File: src/rtl/jtframe_video_pkg.sv
// Shared video-timing definitions: line-lock FSM encoding and tick-counter width.
package jtframe_video_pkg;

    localparam logic [1:0] ST_SEARCH  = 2'd0;
    localparam logic [1:0] ST_MEASURE = 2'd1;
    localparam logic [1:0] ST_LOCKED  = 2'd2;

    // Tick counters must hold one full doubled line of the widest supported mode
    function automatic int cw_f(input int hlen);
        return (hlen <= 32'sd512) ? 32'sd10 : 32'sd11;
    endfunction

endpackage

File: src/rtl/jtframe_edge.sv
// Registered edge detector: keeps a cen-sampled copy of sig_i and flags
// rising/falling edges against that copy.
module jtframe_edge (
    input  logic clk,
    input  logic rst,
    input  logic cen_i,
    input  logic sig_i,
    output logic sig_q_o,
    output logic rise_o,
    output logic fall_o
);

    logic sig_d;
    logic sig_q;

    // Next value of the sampled copy; only advances on the clock enable
    always_comb begin
        sig_d = sig_q;
        if (cen_i) begin
            sig_d = sig_i;
        end else begin
            sig_d = sig_q;
        end
    end

    // Sampled copy register
    always_ff @(posedge clk or posedge rst) begin
        if (rst) begin
            sig_q <= 1'b0;
        end else begin
            sig_q <= sig_d;
        end
    end

    assign sig_q_o = sig_q;
    assign rise_o  = sig_i & ~sig_q;
    assign fall_o  = ~sig_i & sig_q;

endmodule

File: src/rtl/jtframe_scan2x_sync.sv
// Output timing stage after the scan doubler: locks to the doubled line period,
// builds DE from measured HS width and line length, aligns VS to doubled lines.
module jtframe_scan2x_sync
    import jtframe_video_pkg::*;
#(
    parameter int COLORW = 4,
    parameter int HLEN   = 512,
    parameter int HBP    = 16,
    parameter int HFP    = 16
) (
    input  logic                    clk,
    input  logic                    rst,
    input  logic                    pxl2_cen,
    input  logic [3*COLORW-1:0]     x2_pxl,
    input  logic                    x2_HS,
    input  logic                    VS,
    input  logic                    LVBL,
    output logic [3*COLORW-1:0]     vga_pxl,
    output logic                    vga_HS,
    output logic                    vga_VS,
    output logic                    vga_DE,
    output logic                    locked,
    output logic [cw_f(HLEN)-1:0]   line_len
);

    localparam int              CW    = cw_f(HLEN);
    localparam int              PW    = 3*COLORW;
    localparam logic [CW-1:0]   ONE   = {{(CW-1){1'b0}}, 1'b1};
    localparam logic [CW-1:0]   HMAX  = {CW{1'b1}};
    localparam logic [CW:0]     HBP_X = (CW+1)'(HBP);
    localparam logic [CW:0]     HFP_X = (CW+1)'(HFP);

    logic           hs_q;
    logic           hs_rise_s;
    logic           hs_fall_s;

    logic [CW-1:0]  hcnt_q, hcnt_d;
    logic [CW-1:0]  hsw_q,  hsw_d;
    logic [CW-1:0]  len_q,  len_d;
    logic [1:0]     st_q,   st_d;
    logic           lock_q, lock_d;
    logic           vs1_q,  vs1_d;
    logic           vs2_q,  vs2_d;
    logic           lvbl1_q, lvbl1_d;
    logic           lvbl2_q, lvbl2_d;
    logic           vsync_q, vsync_d;
    logic           vblank_q, vblank_d;
    logic           de_q,   de_d;
    logic [PW-1:0]  pxl_q,  pxl_d;

    logic           sat_s;
    logic [CW-1:0]  per_s;
    logic [CW:0]    de_lo_s;
    logic           hde_s;
    logic           de_s;

    jtframe_edge u_hs_edge (
        .clk     (clk),
        .rst     (rst),
        .cen_i   (pxl2_cen),
        .sig_i   (x2_HS),
        .sig_q_o (hs_q),
        .rise_o  (hs_rise_s),
        .fall_o  (hs_fall_s)
    );

    // Horizontal window: extra bit keeps an empty window from underflowing
    always_comb begin
        sat_s   = (hcnt_q == HMAX);
        per_s   = hcnt_q + ONE;
        de_lo_s = {1'b0, hsw_q} + HBP_X;
        hde_s   = ({1'b0, hcnt_q} >= de_lo_s) &&
                  (({1'b0, hcnt_q} + HFP_X) < {1'b0, len_q}) &&
                  !x2_HS;
        de_s    = hde_s & ~vblank_q & lock_q;
    end

    // Next-state logic; nothing moves unless pxl2_cen is high
    always_comb begin
        hcnt_d   = hcnt_q;
        hsw_d    = hsw_q;
        len_d    = len_q;
        st_d     = st_q;
        lock_d   = lock_q;
        vs1_d    = vs1_q;
        vs2_d    = vs2_q;
        lvbl1_d  = lvbl1_q;
        lvbl2_d  = lvbl2_q;
        vsync_d  = vsync_q;
        vblank_d = vblank_q;
        de_d     = de_q;
        pxl_d    = pxl_q;
        if (pxl2_cen) begin
            vs1_d   = VS;
            vs2_d   = vs1_q;
            lvbl1_d = LVBL;
            lvbl2_d = lvbl1_q;
            de_d    = de_s;
            pxl_d   = de_s ? x2_pxl : {PW{1'b0}};
            if (hs_rise_s) begin
                hcnt_d   = {CW{1'b0}};
                vsync_d  = vs2_q;
                vblank_d = ~lvbl2_q;
                case (st_q)
                    ST_SEARCH: begin
                        st_d   = ST_MEASURE;
                        lock_d = 1'b0;
                    end
                    ST_MEASURE: begin
                        len_d = per_s;
                        if (per_s == len_q) begin
                            st_d   = ST_LOCKED;
                            lock_d = 1'b1;
                        end else begin
                            st_d   = ST_MEASURE;
                            lock_d = 1'b0;
                        end
                    end
                    ST_LOCKED: begin
                        if (per_s != len_q) begin
                            st_d   = ST_MEASURE;
                            lock_d = 1'b0;
                            len_d  = per_s;
                        end else begin
                            st_d   = ST_LOCKED;
                            lock_d = 1'b1;
                        end
                    end
                    default: begin
                        st_d   = ST_SEARCH;
                        lock_d = 1'b0;
                    end
                endcase
            end else if (sat_s) begin
                // HS lost: hold the counter at full scale and restart acquisition
                hcnt_d = hcnt_q;
                st_d   = ST_SEARCH;
                lock_d = 1'b0;
                if (hs_fall_s) begin
                    hsw_d = HMAX;
                end else begin
                    hsw_d = hsw_q;
                end
            end else begin
                hcnt_d = hcnt_q + ONE;
                if (hs_fall_s) begin
                    hsw_d = per_s;
                end else begin
                    hsw_d = hsw_q;
                end
            end
        end else begin
            hcnt_d = hcnt_q;
        end
    end

    // State and output registers
    always_ff @(posedge clk or posedge rst) begin
        if (rst) begin
            hcnt_q   <= {CW{1'b0}};
            hsw_q    <= {CW{1'b0}};
            len_q    <= {CW{1'b0}};
            st_q     <= ST_SEARCH;
            lock_q   <= 1'b0;
            vs1_q    <= 1'b0;
            vs2_q    <= 1'b0;
            lvbl1_q  <= 1'b0;
            lvbl2_q  <= 1'b0;
            vsync_q  <= 1'b0;
            vblank_q <= 1'b1;
            de_q     <= 1'b0;
            pxl_q    <= {PW{1'b0}};
        end else begin
            hcnt_q   <= hcnt_d;
            hsw_q    <= hsw_d;
            len_q    <= len_d;
            st_q     <= st_d;
            lock_q   <= lock_d;
            vs1_q    <= vs1_d;
            vs2_q    <= vs2_d;
            lvbl1_q  <= lvbl1_d;
            lvbl2_q  <= lvbl2_d;
            vsync_q  <= vsync_d;
            vblank_q <= vblank_d;
            de_q     <= de_d;
            pxl_q    <= pxl_d;
        end
    end

    assign vga_pxl  = pxl_q;
    assign vga_HS   = hs_q;
    assign vga_VS   = vsync_q;
    assign vga_DE   = de_q;
    assign locked   = lock_q;
    assign line_len = len_q;

endmodule

File: config.mk
export PLATFORM = sky130hd
export DESIGN_NAME = jtframe_scan2x_sync
export DESIGN_NICKNAME = d
export VERILOG_FILES = /design/src/rtl/jtframe_video_pkg.sv /design/src/rtl/jtframe_edge.sv /design/src/rtl/jtframe_scan2x_sync.sv
export SDC_FILE = /design/constraint.sdc
export NUM_CORES = 1
export LEC_CHECK = 0
export ABC_AREA = 1
export ABC_CLOCK_PERIOD_IN_PS = 3780
export BUFFER_PORTS_ARGS = -buffer_cell sky130_fd_sc_hd__buf_2
export CORE_MARGIN = 4
export CORE_UTILIZATION = 62
export CTS_CLUSTER_DIAMETER = 150
export DETAILED_ROUTE_END_ITERATION = 7
export PLACE_DENSITY_LB_ADDON = 0.15
export SYNTH_ARGS = -nofsm -noshare
export SYNTH_HDL_FRONTEND = slang
export SYNTH_SLANG_ARGS = --single-unit
File: constraint.sdc
create_clock -name clk -period 3.78 [get_ports clk]
set_input_delay 0.756 -clock clk [delete_from_list [all_inputs] [get_ports clk]]
set_output_delay 0.756 -clock clk [all_outputs]
set_load 0.01 [all_outputs]
== Word level (Yosys, flattened, before mapping) ==
Index checks and enable logic that the tools add are counted.
Storage, ports and cells
  register bits after elaboration: 53
  input bits: 18
  output and inout port bits: 26
  logic and storage cells: 64
Operators by class
  add/sub/neg operators: 3
  order comparisons: 2
  equality and inequality tests: 7
  multiplexer cells: 18
  bitwise operators: 9
  reductions and logical operators: 11
Operators with widths (number)
  10-bit two-way mux: 6
  10-bit by 5-bit adder with 11-bit output, second input constant: 2
  10-bit one-hot mux with 2 select lines: 1
  12-bit two-way mux: 1
  10-bit by 11-bit >= comparator with 1-bit output: 1
  11-bit by 10-bit less-than comparator with 1-bit output: 1
  10-bit by 1-bit adder with 10-bit output, second input constant: 1
  10-bit equality test: 1
  10-bit equality test, second input constant: 1
  10-bit inequality test: 1
  2-bit two-way mux: 4
  2-bit one-hot mux with 3 select lines: 1
  2-bit AND reduction: 3
  1-bit NOT: 5
  1-bit bitwise AND: 4
  1-bit two-way mux: 4
  2-bit inequality test, second input constant: 2
  4-bit AND reduction: 1
  2-bit nonzero test: 2
  3-bit AND reduction: 1
  2-bit by 1-bit equality test with 1-bit output, second input constant: 1
  2-bit equality test, second input constant: 1
  1-bit logical AND: 2
  2-bit logical NOT: 1
  other kinds (2): 2

== Depth between registers and ports, before layout ==
  depth after elaboration: 7
  gate-level depth with buffers: 14
  gate-level depth less buffers: 14

== Cells and area by module ==
From an unflattened synthesis, not the netlist that was laid out.
Second synthesis, totals
  cell total of the unflattened synthesis: 416
  area total of the unflattened synthesis: 3268.1 µm²
Modules (own cells, without submodules)
  jtframe_scan2x_sync: times used 1, cells each 406, area an instance 3209.3 µm², sequential area each 1302.5 µm²
  jtframe_edge: times used 1, cells each 10, area an instance 58.8 µm², sequential area each 25.0 µm²

== Worst setup path before layout ==
OpenSTA, ideal clock, no wires.
  kind: flip-flop to flip-flop
  from: register hcnt_q[4]
  to: register pxl_q[0], in the netlist vga_pxl[0]
  setup time: 0.066 ns
  arrival: 2.174 ns
  required time: 3.714 ns
  setup slack: 1.540 ns
  stages on the path, launching flop included: 12
  buffers on the path: 1
  clock period less this slack: 2.240 ns
  cells stage by stage: dfrtp_1 ha_1 nand2_1 nor2_1 xor2_1 inv_1 ha_1 a21o_1 a21oi_1 clkbuf_1 nand4_1 nand2_1
Between the ends
  word-level cells in the longest chain between the ends: 7
  elaborated cells on any way between the ends: 8
  those cells by class: add/sub: 1; order compare: 2; mux: 1; bitwise: 2; reduce/logical: 2
Ends and longest elaborated chain
  start, declared: line jtframe_scan2x_sync.sv:37  | logic [CW-1:0] hcnt_q, hcnt_d;
  start signal, assigned: line jtframe_scan2x_sync.sv:160  | hcnt_q <= {CW{1'b0}};
  start signal, assigned: line jtframe_scan2x_sync.sv:174  | hcnt_q <= hcnt_d;
  10-bit by 5-bit adder with 11-bit output: line jtframe_scan2x_sync.sv:73  | (({1'b0, hcnt_q} + HFP_X) < {1'b0, len_q}) &&
  11-bit by 10-bit less-than comparator with 1-bit output: line jtframe_scan2x_sync.sv:73
  1-bit logical AND *: line jtframe_scan2x_sync.sv:72  | hde_s = ({1'b0, hcnt_q} >= de_lo_s) &&
  1-bit logical AND *: line jtframe_scan2x_sync.sv:73
  1-bit bitwise AND * (2 in a row): line jtframe_scan2x_sync.sv:75  | de_s = hde_s & ~vblank_q & lock_q;
  12-bit two-way mux *: line jtframe_scan2x_sync.sv:99  | pxl_d = de_s ? x2_pxl : {PW{1'b0}};
  end signal, assigned: line jtframe_scan2x_sync.sv:172  | pxl_q <= {PW{1'b0}};
  end signal, assigned: line jtframe_scan2x_sync.sv:186  | pxl_q <= pxl_d;
  end, declared: line jtframe_scan2x_sync.sv:49  | logic [PW-1:0] pxl_q, pxl_d;
Mark *: on every way between the ends. The rest lies on a longest branch, timed or not.
A chain may end at the register's enable or synchronous reset.

== Final worst setup path ==
  from: register hcnt_q[4]
  to: register pxl_q[4], in the netlist vga_pxl[4]
The elaborated chain is that of the path after synthesis.

==> flow_metrics.py <==
metrics = {
    "run_status": {
        "status": "finished clean",
    },
    "power_and_ir_drop": {
        "ir_worst_vdd_uv": 382,
        "power.internal_mw": 1.04,
        "clock_power_share_pct": 24.0,
        "p_switching_mw": 0.589,
        "switching_share_pct": 36.1,
        "pwr-share-seq_pct": 44.4,
        "powerDensity_nw_per_um2": 455,
        "power_frac_comb_pct": 31.6,
        "p_leak_nw": 1.93,
    },
    "final_layout": {
        "layout_common_cells": "114 x nand2_1, 52 x dfrtp_1, 50 x inv_1",
        "utilization_pct": 74.0,
        "multi_input_area_sq_um": 1630,
        "nets": 484,
        "syn2layout_area_growth_pct": 12.2,
        "regArea_sq_um": 1330,
        "fillerInstances": 373,
        "final_layout_size_suffix_gt1_share_pct": 15.0,
        "diodes": 0,
        "final_common_cell": "nand2_1",
    },
    "synthesis": {
        "synth_area_sq_um": 3200,
        "synth.avg_cell_area_sq_um": 8.07,
        "seq_area_frac_synth_pct": 41.5,
        "yosys_warnings": 0,
        "synthCells": 396,
        "synth_seq_cells": 53,
        "ys_types": 30,
        "synth.net_count": 441,
    },
    "route": {
        "wirelength_um": 7410,
        "drt_iter0_drc": 305,
        "drtAntennaViolNets": 0,
        "vias": 2878,
        "first_pass_iters": 5,
        "wl_per_cell_um": 14.6,
        "viasPerCell": 5.68,
        "drc": 0,
    },
    "setup_path": {
        "crit_arrival_ps": 2750,
        "crit_buf_inv": 1,
        "cp.depth": 9,
        "crit_fanout": 13,
        "cp_cell_sequence": "ha_1, inv_1, nand2_1, and2_1, ha_1, a21o_1, o21bai_1, nand4_1, nand2_1",
        "worstSetupEndpoint": "vga_pxl[4]$_DFFE_PP0P_",
        "startpoint_type": "flop",
        "rr_worst_depth": 9,
        "slowest_delay_ps": 720,
        "worstSetupStartpoint": "hcnt_q[4]$_DFFE_PP0P_",
        "slowest_stage": "o21bai_1",
        "worstSetupPathType": "flop to flop",
        "crit_family": "compound AO/OA/AOI/OAI gates",
        "rrSetupSlack_ps": 1280,
        "crit_path_end_kind": "flop",
        "crit_required_ps": 4030,
        "r2r_start": "hcnt_q[4]$_DFFE_PP0P_",
        "rr_endpoint": "vga_pxl[4]$_DFFE_PP0P_",
    },
    "sta": {
        "fin_hold_ws_ps": 447,
        "setup_tns_ps": 0,
        "finalHoldViolations": 0,
        "fmax_ghz": 0.400,
        "fin_crit_sh_pct": 66.1,
        "rsz0062_at_grt": "no",
        "drv_slew": 0,
        "fin_crit_ps": 2500,
        "finalClockSkew_ps": 8.21,
        "slew_headroom_pct": 25.1,
        "max_slew.worst_pin.slew_ps": 1120,
        "finalSetupViolations": 0,
        "fin_ws_ps": 1280,
    },
    "clocking": {
        "clkTransAtPathRegs_ps": 100,
        "cts_resized": 0,
        "cts-root-buf": "clkbuf_8",
        "post_cts_buffers": 0,
        "cts_num_sinks": 53,
        "cts.htree.levels": 2,
        "cts_buffers": 5,
        "worstSkewPairLatency_ps": 310,
        "tritoncts": "done",
        "clockBufferDepth": 2,
        "cts_hold_buf": 0,
    },
    "global_routing": {
        "first_global_vias": 2779,
        "gr-usage-all-layers_pct": 25.3,
        "gr-total-overflow": 0,
        "grt_pass1_wl_um": 12700,
        "antenna_found_initial": 0,
        "grt_max_degree": 54,
    },
    "die": {
        "fp.dieH_um": 79.8,
        "io-pin-count": 44,
        "dieArea_sq_um": 6370,
        "initial_utilization_pct": 65.9,
        "core_area_sq_um": 4850,
        "die_x_um": 79.8,
        "placementRows": 25,
    },
    "place": {
        "io_buffers": 43,
        "dp_hpwl_um": 5420,
        "dp_slack_ps": 1310,
        "place_congestion": 0.882,
    },
    "job": {
        "maxCapViolCount": 0,
    },
    "hold_path": {
        "hp-class": "flop to flop",
    },
}
-- sequential cells by signal, summed over array words and instances (netlist names) --
register / cells
vs2_q: 1
u_hs_edge.sig_q_o: 1
st_q: 2
lvbl2_q: 1
hsw_q: 10
vs1_q: 1
vga_VS: 1
locked: 1
line_len: 10
hcnt_q: 10
vga_DE: 1
vga_pxl: 12
lvbl1_q: 1
vblank_q: 1
-- routing by layer --
metal | wire, um | vias up | track usage [%]
met5 | 0 | - | 0
met4 | 187 | 0 | 11.0
met3 | 464 | 18 | 4.74
met2 | 3530 | 118 | 40.8
met1 | 3220 | 1341 | 33.3
li1 | - | 1401 | -
-- synth_stat cells, drive strengths merged --
library cell | count | share of area, %
o22ai | 9 | 1.8
a21oi | 11 | 1.7
ha | 27 | 11
and2 | 1 | 0.20
xor2 | 6 | 1.6
nand3b | 5 | 1.2
o21bai | 1 | 0.23
dfstp | 1 | 0.82
inv | 51 | 6.0
a21o | 2 | 0.47
nor2 | 17 | 3.0
a22oi | 10 | 2.3
nand3 | 34 | 5.7
nand2 | 117 | 14
nor3 | 2 | 0.31
buf | 2 | 0.51
xnor2 | 1 | 0.27
nor3b | 1 | 0.23
nand4 | 21 | 4.6
o21ai | 17 | 2.7
dfrtp | 52 | 41
clkbuf | 8 | 0.94
-- final cells by class --
class,instances,area share [%]
inverters,51,5.34
clock buffers,5,1.92
clock inverters,3,1.29
well taps,67,2.34
repair buffers,46,6.63
flip-flops and latches,53,37.0
multi-input cells,282,45.5
-- metrics by stage --
stage | total power, mW | cells | cell area [sq um]
2_1_floorplan | 1.11 | 396 | 3200
3_3_place_gp | 1.23 | 499 | 3470
3_5_place_dp | 1.25 | 499 | 3470
4_1_cts | 1.64 | 507 | 3590
5_1_grt | 1.76 | 507 | 3590
6_report | 1.63 | 507 | 3590
-- cells by family after synthesis --
| logic type | share of synthesized area [%] |
|---|---|
| AOI/OAI and AO/OA | 9.20 |
| xor gates and xnor gates | 1.92 |
| adders and majority gates | 10.6 |
| buffers and inverters | 7.44 |
| DFF | 41.5 |
| and+or+nand+nor | 29.4 |
-- power groups by stage --
stage               clock [mW]  sequential (mW)  combinational, mW
detailed placement           0            0.735              0.515
finish                   0.392            0.725              0.516
global placement             0            0.735              0.497
global route             0.422            0.738              0.604
floorplan                    0            0.734              0.372
CTS                      0.397            0.725              0.520
-- worst min path at each step --
stage | start | to | depth (start not counted)
global placement | lvbl2_q$_DFFE_PP0P_ | vblank_q$_DFFE_PP1P_ | 1
finish | lvbl2_q$_DFFE_PP0P_ | vblank_q$_DFFE_PP1P_ | 1
detailed placement | lvbl2_q$_DFFE_PP0P_ | vblank_q$_DFFE_PP1P_ | 1
CTS | lvbl2_q$_DFFE_PP0P_ | vblank_q$_DFFE_PP1P_ | 1
floorplan | lvbl2_q$_DFFE_PP0P_ | vblank_q$_DFFE_PP1P_ | 1
global route | lvbl2_q$_DFFE_PP0P_ | vblank_q$_DFFE_PP1P_ | 1
Note: power is estimated with default switching activity, not from simulation.
